## src/rtl/fp_pkg.sv

```systemverilog
// fp_pkg: shared IEEE-754 single-precision constants, rounding modes and divider states.
// Used by the divider and reusable by the multiplier rounding path.
package fp_pkg;

   localparam int EXP_W   = 8;
   localparam int FRAC_W  = 23;
   localparam int BIAS    = 127;
   localparam int EXP_MAX = (1 << EXP_W) - 1;
   localparam int MANT_W  = FRAC_W + 1;   // mantissa with hidden bit
   localparam int Q_W     = FRAC_W + 3;   // hidden + frac + guard + round
   localparam int E_W     = EXP_W + 2;    // signed working exponent

   localparam logic [31:0] FP_QNAN    = 32'h7FC00000;
   localparam logic [30:0] FP_INF_MAG = 31'h7F800000;
   localparam logic [30:0] FP_MAX_MAG = 31'h7F7FFFFF;

   typedef enum logic [2:0] {
      RNE = 3'd0,
      RTZ = 3'd1,
      RDN = 3'd2,
      RUP = 3'd3,
      RMM = 3'd4
   } rnd_mode_e;

   typedef enum logic [2:0] {
      IDLE,
      SPECIAL,
      DIV,
      ROUND,
      DONE
   } fp_div_state_e;

   function automatic rnd_mode_e to_rnd_mode(input logic [2:0] m);
      return (m > 3'd4) ? RNE : rnd_mode_e'(m);
   endfunction

endpackage

```

## src/rtl/fp_div_seq_if.sv

```systemverilog
// fp_div_seq_if: operand/result valid-ready bundle for fp_div_seq.
// Carries the dz flag when FP_DIV_DZ_FLAG_EN is defined.
interface fp_div_seq_if;

   logic        in_valid;
   logic        in_ready;
   logic [31:0] fp_X;
   logic [31:0] fp_Y;
   logic [2:0]  r_mode;
   logic        out_valid;
   logic        out_ready;
   logic [31:0] fp_Z;
   logic        ovrf;
   logic        udrf;

`ifdef FP_DIV_DZ_FLAG_EN
   logic        dz;

   modport master (
      output in_valid, fp_X, fp_Y, r_mode, out_ready,
      input  in_ready, out_valid, fp_Z, ovrf, udrf, dz
   );
   modport slave (
      input  in_valid, fp_X, fp_Y, r_mode, out_ready,
      output in_ready, out_valid, fp_Z, ovrf, udrf, dz
   );
`else
   modport master (
      output in_valid, fp_X, fp_Y, r_mode, out_ready,
      input  in_ready, out_valid, fp_Z, ovrf, udrf
   );
   modport slave (
      input  in_valid, fp_X, fp_Y, r_mode, out_ready,
      output in_ready, out_valid, fp_Z, ovrf, udrf
   );
`endif

endinterface

```

## src/rtl/fp_div_round.sv

```systemverilog
// fp_div_round: combinational round/pack of a normalised quotient in [1,2),
// producing the packed result plus overflow/underflow flags.
module fp_div_round
   import fp_pkg::*;
(
   input  logic                  i_sign,
   input  logic signed [E_W-1:0] i_e,
   input  logic [Q_W-1:0]        i_q,
   input  logic                  i_sticky,
   input  logic [2:0]            i_r_mode,
   output logic [31:0]           o_fp_z,
   output logic                  o_ovrf,
   output logic                  o_udrf
);

   rnd_mode_e             w_mode;
   logic                  w_l, w_g, w_r, w_inexact, w_incr;
   logic [MANT_W:0]       w_sum;
   logic [FRAC_W-1:0]     w_frac;
   logic signed [E_W-1:0] w_e_r;

   always_comb begin
      // NOTE: every output gets a value before any branch so no latch is inferred.
      w_incr    = 1'b0;
      w_mode    = to_rnd_mode(i_r_mode);
      w_l       = i_q[2];
      w_g       = i_q[1];
      w_r       = i_q[0];
      w_inexact = w_g | w_r | i_sticky;
      case (w_mode)
         RNE:     w_incr = w_g & (w_r | i_sticky | w_l);
         RTZ:     w_incr = 1'b0;
         RDN:     w_incr = i_sign & w_inexact;
         RUP:     w_incr = !i_sign & w_inexact;
         RMM:     w_incr = w_g;
         default: w_incr = w_g & (w_r | i_sticky | w_l);
      endcase

      // A carry out leaves exactly 2.0, so the shifted fraction is all zeros.
      w_sum  = {1'b0, i_q[Q_W-1:2]} + {{MANT_W{1'b0}}, w_incr};
      w_frac = w_sum[MANT_W] ? w_sum[MANT_W-1:1] : w_sum[FRAC_W-1:0];
      w_e_r  = i_e + $signed({{(E_W-1){1'b0}}, w_sum[MANT_W]});

      o_ovrf = (w_e_r >= $signed(E_W'(EXP_MAX)));
      o_udrf = !o_ovrf && (w_e_r <= $signed(E_W'(0)));
      o_fp_z = {i_sign, w_e_r[EXP_W-1:0], w_frac};

      if (o_ovrf) begin
         case (w_mode)
            RTZ:     o_fp_z = {i_sign, FP_MAX_MAG};
            RDN:     o_fp_z = i_sign ? {1'b1, FP_INF_MAG} : {1'b0, FP_MAX_MAG};
            RUP:     o_fp_z = i_sign ? {1'b1, FP_MAX_MAG} : {1'b0, FP_INF_MAG};
            default: o_fp_z = {i_sign, FP_INF_MAG};
         endcase
      end else if (o_udrf) begin
         o_fp_z = {i_sign, 31'd0};
      end
   end

endmodule

```

## src/rtl/fp_div_seq.sv

```systemverilog
// fp_div_seq: sequential single-precision divider, radix-2 restoring, one op in flight.
// Define FP_DIV_DZ_FLAG_EN to add the dz (divide-by-zero) flag on the interface.
module fp_div_seq
   import fp_pkg::*;
(
   input logic         clk,
   input logic         rst_n,
   fp_div_seq_if.slave bus
);

   fp_div_state_e         r_state, w_state_nxt;
   logic [2:0]            r_rmode;
   logic                  r_sign;
   logic signed [E_W-1:0] r_e;
   logic [MANT_W+1:0]     r_rem;
   logic [MANT_W-1:0]     r_my;
   logic [Q_W-1:0]        r_q;
   logic [4:0]            r_cnt;
   logic [31:0]           r_z;
   logic                  r_ovrf, r_udrf;

   logic [EXP_W-1:0]      w_ex, w_ey;
   logic [FRAC_W-1:0]     w_fx, w_fy;
   logic                  w_zx, w_zy, w_ix, w_iy, w_nx, w_ny;
   logic                  w_sign, w_special, w_shift;
   logic [31:0]           w_spec_z;
   logic [MANT_W-1:0]     w_mx, w_my;
   logic signed [E_W-1:0] w_e0;
   logic                  w_ge;
   logic [MANT_W+1:0]     w_rem_sub;
   logic                  w_sticky;
   logic [31:0]           w_rnd_z;
   logic                  w_rnd_ovrf, w_rnd_udrf;
`ifdef FP_DIV_DZ_FLAG_EN
   logic                  r_dz, w_dz;
`endif

   always_comb begin
      w_ex   = bus.fp_X[30:23];
      w_ey   = bus.fp_Y[30:23];
      w_fx   = bus.fp_X[22:0];
      w_fy   = bus.fp_Y[22:0];
      w_zx   = (w_ex == '0);
      w_zy   = (w_ey == '0);
      w_ix   = (w_ex == '1) && (w_fx == '0);
      w_iy   = (w_ey == '1) && (w_fy == '0);
      w_nx   = (w_ex == '1) && (w_fx != '0);
      w_ny   = (w_ey == '1) && (w_fy != '0);
      w_sign = bus.fp_X[31] ^ bus.fp_Y[31];

      w_special = 1'b1;
      w_spec_z  = '0;
`ifdef FP_DIV_DZ_FLAG_EN
      w_dz      = 1'b0;
`endif
      if (w_nx || w_ny || (w_zx && w_zy) || (w_ix && w_iy)) begin
         w_spec_z = FP_QNAN;
      end else if (w_ix || w_zy) begin
         w_spec_z = {w_sign, FP_INF_MAG};
`ifdef FP_DIV_DZ_FLAG_EN
         w_dz     = w_zy && !w_ix;
`endif
      end else if (w_zx || w_iy) begin
         w_spec_z = {w_sign, 31'd0};
      end else begin
         w_special = 1'b0;
      end

      // Pre-align so the first quotient bit is always the hidden 1.
      w_mx    = {1'b1, w_fx};
      w_my    = {1'b1, w_fy};
      w_shift = (w_mx < w_my);
      w_e0    = $signed({2'b00, w_ex}) - $signed({2'b00, w_ey})
                + $signed(E_W'(BIAS)) - $signed(E_W'(w_shift));

      w_ge      = (r_rem >= {2'b00, r_my});
      w_rem_sub = w_ge ? (r_rem - {2'b00, r_my}) : r_rem;
      w_sticky  = |r_rem;
   end

   fp_div_round u_round (
      .i_sign   (r_sign),
      .i_e      (r_e),
      .i_q      (r_q),
      .i_sticky (w_sticky),
      .i_r_mode (r_rmode),
      .o_fp_z   (w_rnd_z),
      .o_ovrf   (w_rnd_ovrf),
      .o_udrf   (w_rnd_udrf)
   );

   // NOTE: sequential state uses <= so every register samples pre-edge values.
   always_ff @(posedge clk or negedge rst_n) begin
      if (!rst_n) r_state <= IDLE;
      else        r_state <= w_state_nxt;
   end

   always_comb begin
      w_state_nxt = r_state;
      case (r_state)
         IDLE:    if (bus.in_valid) w_state_nxt = w_special ? SPECIAL : DIV;
         SPECIAL: w_state_nxt = DONE;
         DIV:     if (r_cnt == 5'(Q_W - 1)) w_state_nxt = ROUND;
         ROUND:   w_state_nxt = DONE;
         DONE:    if (bus.out_ready) w_state_nxt = IDLE;
         default: w_state_nxt = IDLE;
      endcase
   end

   always_ff @(posedge clk or negedge rst_n) begin
      if (!rst_n) begin
         r_rmode <= '0;
         r_sign  <= 1'b0;
         r_e     <= '0;
         r_rem   <= '0;
         r_my    <= '0;
         r_q     <= '0;
         r_cnt   <= '0;
         r_z     <= '0;
         r_ovrf  <= 1'b0;
         r_udrf  <= 1'b0;
`ifdef FP_DIV_DZ_FLAG_EN
         r_dz    <= 1'b0;
`endif
      end else begin
         case (r_state)
            IDLE: if (bus.in_valid) begin
               r_rmode <= bus.r_mode;
               r_sign  <= w_sign;
               r_e     <= w_e0;
               r_rem   <= w_shift ? {1'b0, w_mx, 1'b0} : {2'b00, w_mx};
               r_my    <= w_my;
               r_q     <= '0;
               r_cnt   <= '0;
               r_ovrf  <= 1'b0;
               r_udrf  <= 1'b0;
               if (w_special) r_z <= w_spec_z;
`ifdef FP_DIV_DZ_FLAG_EN
               r_dz    <= w_dz;
`endif
            end
            DIV: begin
               r_rem <= {w_rem_sub[MANT_W:0], 1'b0};
               r_q   <= {r_q[Q_W-2:0], w_ge};
               r_cnt <= r_cnt + 5'd1;
            end
            ROUND: begin
               r_z    <= w_rnd_z;
               r_ovrf <= w_rnd_ovrf;
               r_udrf <= w_rnd_udrf;
            end
`ifdef FP_DIV_DZ_FLAG_EN
            DONE: if (bus.out_ready) r_dz <= 1'b0;
`endif
            default: ;
         endcase
      end
   end

   assign bus.in_ready  = (r_state == IDLE);
   assign bus.out_valid = (r_state == DONE);
   assign bus.fp_Z      = r_z;
   assign bus.ovrf      = r_ovrf;
   assign bus.udrf      = r_udrf;
`ifdef FP_DIV_DZ_FLAG_EN
   assign bus.dz        = r_dz;
`endif

endmodule

```

## src/flat_wrapper.sv

```systemverilog
// flat-port wrapper written by rule: the top's interface ports become plain ports
module fp_div_seq_flat import fp_pkg::*;
  (clk, rst_n, bus_in_valid, bus_fp_X, bus_fp_Y, bus_r_mode, bus_out_ready, bus_in_ready, bus_out_valid, bus_fp_Z, bus_ovrf, bus_udrf);
  fp_div_seq_if bus_i ();
  input logic clk;
  input logic rst_n;
  input wire logic [$bits(bus_i.in_valid)-1:0] bus_in_valid;
  input wire logic [$bits(bus_i.fp_X)-1:0] bus_fp_X;
  input wire logic [$bits(bus_i.fp_Y)-1:0] bus_fp_Y;
  input wire logic [$bits(bus_i.r_mode)-1:0] bus_r_mode;
  input wire logic [$bits(bus_i.out_ready)-1:0] bus_out_ready;
  output wire logic [$bits(bus_i.in_ready)-1:0] bus_in_ready;
  output wire logic [$bits(bus_i.out_valid)-1:0] bus_out_valid;
  output wire logic [$bits(bus_i.fp_Z)-1:0] bus_fp_Z;
  output wire logic [$bits(bus_i.ovrf)-1:0] bus_ovrf;
  output wire logic [$bits(bus_i.udrf)-1:0] bus_udrf;
  assign bus_i.in_valid = bus_in_valid;
  assign bus_i.fp_X = bus_fp_X;
  assign bus_i.fp_Y = bus_fp_Y;
  assign bus_i.r_mode = bus_r_mode;
  assign bus_i.out_ready = bus_out_ready;
  assign bus_in_ready = bus_i.in_ready;
  assign bus_out_valid = bus_i.out_valid;
  assign bus_fp_Z = bus_i.fp_Z;
  assign bus_ovrf = bus_i.ovrf;
  assign bus_udrf = bus_i.udrf;
  fp_div_seq u_core (.clk(clk), .rst_n(rst_n), .bus(bus_i));
endmodule
```

## config.mk

```make
export PLATFORM = sky130hd
export DESIGN_NAME = fp_div_seq_flat
export DESIGN_NICKNAME = d
export VERILOG_FILES = /design/src/rtl/fp_pkg.sv /design/src/rtl/fp_div_seq_if.sv /design/src/rtl/fp_div_round.sv /design/src/rtl/fp_div_seq.sv /design/src/flat_wrapper.sv
export SDC_FILE = /design/constraint.sdc
export NUM_CORES = 1
export LEC_CHECK = 0
export BUFFER_PORTS_ARGS = -buffer_cell sky130_fd_sc_hd__buf_2
export CORE_ASPECT_RATIO = 1.2
export CORE_MARGIN = 4
export CORE_UTILIZATION = 50
export CTS_CLUSTER_SIZE = 25
export DETAILED_ROUTE_END_ITERATION = 8
export GPL_TIMING_DRIVEN = 0
export PLACE_DENSITY = 0.72
export SLEW_MARGIN = 20
export SYNTH_ARGS = -nofsm -noshare
export SYNTH_HDL_FRONTEND = slang
export SYNTH_SLANG_ARGS = --single-unit
```

## constraint.sdc

```tcl
create_clock -name clk -period 11.5 [get_ports clk]
set_input_delay 2.3 -clock clk [delete_from_list [all_inputs] [get_ports clk]]
set_output_delay 2.3 -clock clk [all_outputs]
set_load 0.05 [all_outputs]
```

; Yosys cells after proc, flatten, opt, wreduce, memory -nomap -nowiden
; Index checks and enable logic that the tools add are counted.
[classes]
add_sub_neg = 7
bitwise_logic = 8
n_eq_ne = 15
n_shift = 0
magnitude_cmp = 5
n_mux = 33
div_mod_pow = 0
reduce_logical = 30
mul = 0
[ops]
columns = operator, n
row1 = two-way mux 32 bit, 8
row2 = case mux 26 bit (2 select lines), 2
row3 = case mux 32 bit (3 select lines), 1
row4 = case mux 32 bit (2 select lines), 1
row5 = two-way mux 26 bit, 2
row6 = two-way mux 25 bit, 2
row7 = zero test 23 bit, 2
row8 = nonzero test 23 bit, 2
row9 = two-way mux 31 bit, 1
row10 = greater-or-equal comparator 26 x 24 -> 1 bit, 1
row11 = OR reduction 26 bit, 1
row12 = adder 24 x 1 -> 25 bit, 1
row13 = subtractor 25 x 24 -> 25 bit, 1
row14 = less-than comparator 24 bit, 1
row15 = two-way mux 23 bit, 1
row16 = "equality test 8 bit, second input constant", 2
row17 = zero test 8 bit, 2
row18 = "equality test 3 x 2 -> 1 bit, second input constant", 4
row19 = two-way mux 3 bit, 4
row20 = case mux 3 bit (4 select lines), 1
row21 = adder 10 x 2 -> 10 bit, 1
row22 = "adder 10 x 8 -> 10 bit, second input constant", 1
row23 = "greater-or-equal comparator 10 x 9 -> 1 bit, second input constant", 1
row24 = "less-or-equal comparator 10 x 1 -> 1 bit, second input constant", 1
row25 = 26 further kinds, 54
[word_totals]
memories = 0
mem_bits_ro = 0
mem_bits_rw = 0
latchBits = 0
out_inout_bits = 36
reg_bits = 132

; Logic depth before layout (Yosys ltp)
[depth]
ltp_word = 13
depth_mapped = 20

; Cells and area by module
; Synthesis repeated with hierarchy kept, for this count alone.
[hier_totals]
cells_unflattened = 1140
hier_area_um2 = 9646.8
[by_module_without_submodules]
columns = module, seq_area_each_um2, cells_each, area_per_inst_um2, n_inst
row1 = fp_div_seq, 3303.2, 930, 8340.5, 1
row2 = fp_div_round, 0.0, 210, 1306.3, 1

; Worst setup path after synthesis
; Ideal clock, no wire load.
[synth_path]
kind = in2reg
start = input bus_fp_Y[2]
end = register u_core.r_e[9]
n_path_buf = 1
cell_stages = 18
setup_ns = 0.110
arrival_time_ns = 5.641
slack_ns = 5.749
t_required_ns = 11.390
cell_sequence = inv_1 > ha_1 > a21o_1 > a31oi_1 > o21ai_0 > o41a_1 > o211ai_2 > nand2_1 > buf_2 > ha_1 > ha_1 > fa_1 > a21o_1 > a21o_1 > a21o_1 > a21oi_1 > nor2b_1 > o41ai_1
[synth_between]
elab_chain_cells = 2
[synth_rtl]
columns = element, line_no
row1 = from (decl), flat_wrapper.sv:9  ; input wire logic [$bits(bus_i.fp_Y)-1:0] bus_fp_Y;
row2 = less-than comparator 24 bit, fp_div_seq.sv:72  ; w_shift = (w_mx < w_my);
row3 = subtractor 10 x 2 -> 10 bit, fp_div_seq.sv:74  ; + $signed(E_W'(BIAS)) - $signed(E_W'(w_shift));
row4 = to (signal assigned), fp_div_seq.sv:130  ; r_e <= w_e0;
row5 = to (decl), fp_div_seq.sv:14  ; logic signed [E_W-1:0] r_e;
; No other way between the ends.
; A chain may end at the register's enable or synchronous reset.

; Final worst setup path
[layout_path]
start = input bus_fp_Y[22]
end = register u_core.r_e[9]
; The elaborated chain is that of the path after synthesis.

==> impl_results.md <==
* Row count at 54
* Total GRT Usage at 26.44%
* First-pass GRT wire length at about 45,000 µm
* Sequential Area at 3303 µm²
* Final Skew at 0.008267 ns
* H-tree levels at 4
* Final Critical Period at 6.183 ns
* Switch share at 49.24%
* Multi-input gate area at about 5600 µm²
* CP startpoint kind: primary input
* Unique masters post-synth at 73
* Synth Cell Area at 9452 µm²
* Final setup violation count at 0
* WHS Endpoint: u_core.r_my[23]
* Clk_lat worst skew at 0.43 ns
* Largest net degree at the start of global routing at 95
* HPWL after DPL at 20,670 µm
* DIE HEIGHT at around 160 µm
* R2r endpoint: u_core.bus.fp_Z[6]
* Syn Nets at 1,292
* Routed len/inst at between 15 and 20 µm
* Crit end category: flop
* FF-to-FF Start: u_core.r_rmode[2]
* RSZ-0062 raised after global routing: false
* Outcome: completed
* FF-to-FF path depth at 17
* Antenna-violating nets left at 0
* WP data required at between 10 and 15 ns
* Clk sink count at roughly 130
* Core area at 18,380 µm²
* Worst Hold Depth at 2
* Port Buffers at roughly 110
* Grt ovf at 0
* Syn_area_per_cell at 8.226 µm²
* Worst-Margin Slew at 1.033 ns
* Die footprint at 21,180 µm²
* Worst min-delay path startpoint: u_core.r_my[23]
* Comb pwr share at 59.9%
* Total CTS buffers at 17
* Worst setup path class: in2reg
* Largest fanout on the critical path at 10
* Post-synth EDFFs at 0
* Worst reg2reg setup slack at 6.46 ns
* Number of primary I/O pins at roughly 110
* Initial DRC count at 670
* Clock slew at reported path FFs at 0.06 ns
* Flip-flop and latch count after synthesis at ~130
* Vias in the first global route at between 8,000 and 9,000
* Starting density of the core at about half
* Post_cts resized at 0
* Chip width at 133.5 µm
* Initial antenna violation count at 1
* MaxCap Viol Count at 0
* Hold WC Path Type: reg2reg
* WL final at 27,340 µm
* Layout area overhead at 15.21%
* # fillers at roughly 1,700
* Cts hold-fix bufs at 0
* Switching power at roughly 1.7 mW
* Layout cells sized above 1 at ~14%
* Pins Over Slew Limit at 0
* Final #Nets at 1,417
* Leakage at 5.144 nW
* Max VDD drop at 0.0001558 V
* Layout Utilization at 59.25%
* Internal power at 1.802 mW
* Crit path DAT at ~6.5 ns
* Routability cong. at 0.9579
* Post-CTS Repair Setup Buffers at 0
* Top FF cell, synth: dfrtp_1
* Part of the power in registers at between 20% and 30%
* Fin Setup TNS at 0 ns
* Async SR Flop Fraction at between 90% and 100%
* Hold Fails Final Rpt at 0
* Crit share post-route at a little over half
* DRC Markers at 0
* Vias/cell at 5.871
* PwrDens at 326.1 nW/µm²
* Cells after Synth at 1,149
* DRT Pass-1 Iters at 5
* Yosys warning count at 0
* Clock Tree Root: clkbuf_16
* Routed vias at 9,042
* Slew HR at 31.15%
* CTS max path bufs at 2
* Seq/Total Area, Yosys at 34.95%
* CTS tree: built
* Clk pwr share at 14.6%
* FMAX at approximately 0.16 GHz
metal layers:
metal / track usage (%) / routed length, µm / vias to the layer above
li1: - / - / 4370
met1: 31.82 / 11250 / 4283
met2: 47.02 / 13360 / 316
met3: 4.772 / 1685 / 73
met4: 10.88 / 1040 / 0
met5: 0 / 0 / -
critical path, stage by stage:
cell and delay, ns:
buf_2 0.11, inv_1 0.05, ha_1 0.29, and3_1 0.24, a221oi_1 0.87, nand2_1 0.30
buf_2 0.33, ha_1 0.24, ha_1 0.21, fa_1 0.40, a21o_1 0.20, a21o_1 0.20
a21o_1 0.18, a21oi_1 0.22, nor2b_1 0.08, o41ai_1 0.28
synth_stat cells, drive strengths merged (4+ instances only):
cell type	number	area share, %
o311a	5	0.53
a21oi	69	3.7
a21o	29	2.3
dfrtp	132	35
xor2	28	2.7
nand4	17	1.2
nor2	76	3.1
ha	69	9.1
buf	21	1.3
and2	4	0.26
nor3	33	1.7
xnor2	31	3.0
nand2b	6	0.40
nor2b	8	0.53
o31ai	9	0.77
mux2i	16	1.7
or2	5	0.33
a31oi	7	0.46
clkbuf	31	1.2
nand2	190	7.5
o211ai	9	0.77
o211a	5	0.53
and3	7	0.46
o21a	12	0.95
o2111ai	6	0.56
nand3	61	3.2
nor4	23	1.5
a2111oi	6	0.62
inv	75	3.0
o21ai	83	4.4
a211oi	28	2.3
and4	9	0.83
how the worst max path moves through the flow:
stage               slack, ns          from            end  cells past startpoint
finish                   5.32  bus_fp_Y[22]  u_core.r_e[9]                     16
global placement         5.02   bus_fp_Y[2]  u_core.r_e[9]                     19
global route             5.09   bus_fp_Y[2]  u_core.r_e[9]                     19
detailed placement       4.93   bus_fp_Y[2]  u_core.r_e[9]                     19
CTS                      5.35   bus_fp_Y[1]  u_core.r_e[9]                     19
floorplan                5.75   bus_fp_Y[2]  u_core.r_e[9]                     18
registers in the layout, indices dropped and copies added (netlist names):
signal           cells
u_core.r_sign        1
u_core.r_rem        26
u_core.r_cnt         5
u_core.r_state       3
u_core.r_e          10
u_core.r_rmode       3
u_core.r_my         24
u_core.bus.fp_Z     32
u_core.bus.ovrf      1
u_core.bus.udrf      1
u_core.r_q          26
placed cells by master, fill, tap and decap left out, types with 8 or more instances in the layout:
master,netlist,routed
clkbuf_1,30,30
dfrtp_1,132,132
mux2i_1,16,16
o21ai_0,79,79
nor2b_1,8,8
and4_1,9,9
a21o_1,29,29
o31ai_1,8,8
a211oi_1,26,26
clkbuf_16,0,17
a21oi_1,69,69
buf_2,9,113
xnor2_1,30,30
o211ai_1,8,8
nand2_1,190,190
nor3_1,33,33
nor4_1,23,23
xor2_1,27,27
nand4_1,16,16
nand3_1,61,61
nor2_1,74,74
o21a_1,12,12
ha_1,69,69
inv_1,74,74
metrics by stage:
step           cells  area [µm²]  power [mW]  setup WS (ns)  hold slack (ns)
5_1_grt         1540       10890       3.830          5.088           0.4844
6_report        1540       10890       3.551          5.317           0.4537
4_1_cts         1539       10890       3.534          5.353           0.4511
3_3_place_gp    1506       10290       2.954          5.016           0.4328
3_5_place_dp    1507       10330       2.999          4.928           0.4394
2_1_floorplan   1149        9452       2.484          5.749           0.4181
power by group through the flow:
| stage | Combinational [mW] | Sequential, mW | Clock, mW |
|---|---|---|---|
| final | 2.13 | 0.905 | 0.518 |
| after global placement | 2.05 | 0.901 | 0 |
| after detailed placement | 2.09 | 0.908 | 0 |
| after global routing | 2.34 | 0.938 | 0.547 |
| after CTS | 2.11 | 0.900 | 0.526 |
| after floorplan | 1.43 | 1.05 | 0 |
layout make-up:
| type | instances | share of cell area, % |
|---|---|---|
| multi-input combinational | 890 | 51.66 |
| tap | 252 | 2.896 |
| timing repair buffer | 106 | 5.171 |
| sequential | 132 | 30.33 |
| buffer | 52 | 2.218 |
| antenna | 1 | 0.02298 |
| clock inverter | 14 | 1.080 |
| clock buffer | 18 | 4.033 |
| inverter | 75 | 2.585 |
cell families after synthesis:
kind of cell	count (synthesis)	synth area share, %
AOI/OAI and AO/OA	296	20.51
xor gates and xnor gates	59	5.626
adders and majority gates	72	9.770
buffers and inverters	127	5.533
DFF	132	34.95
muxes	18	1.933
and+or+nand+nor	445	21.68
(Power assumes the default switching activity.)
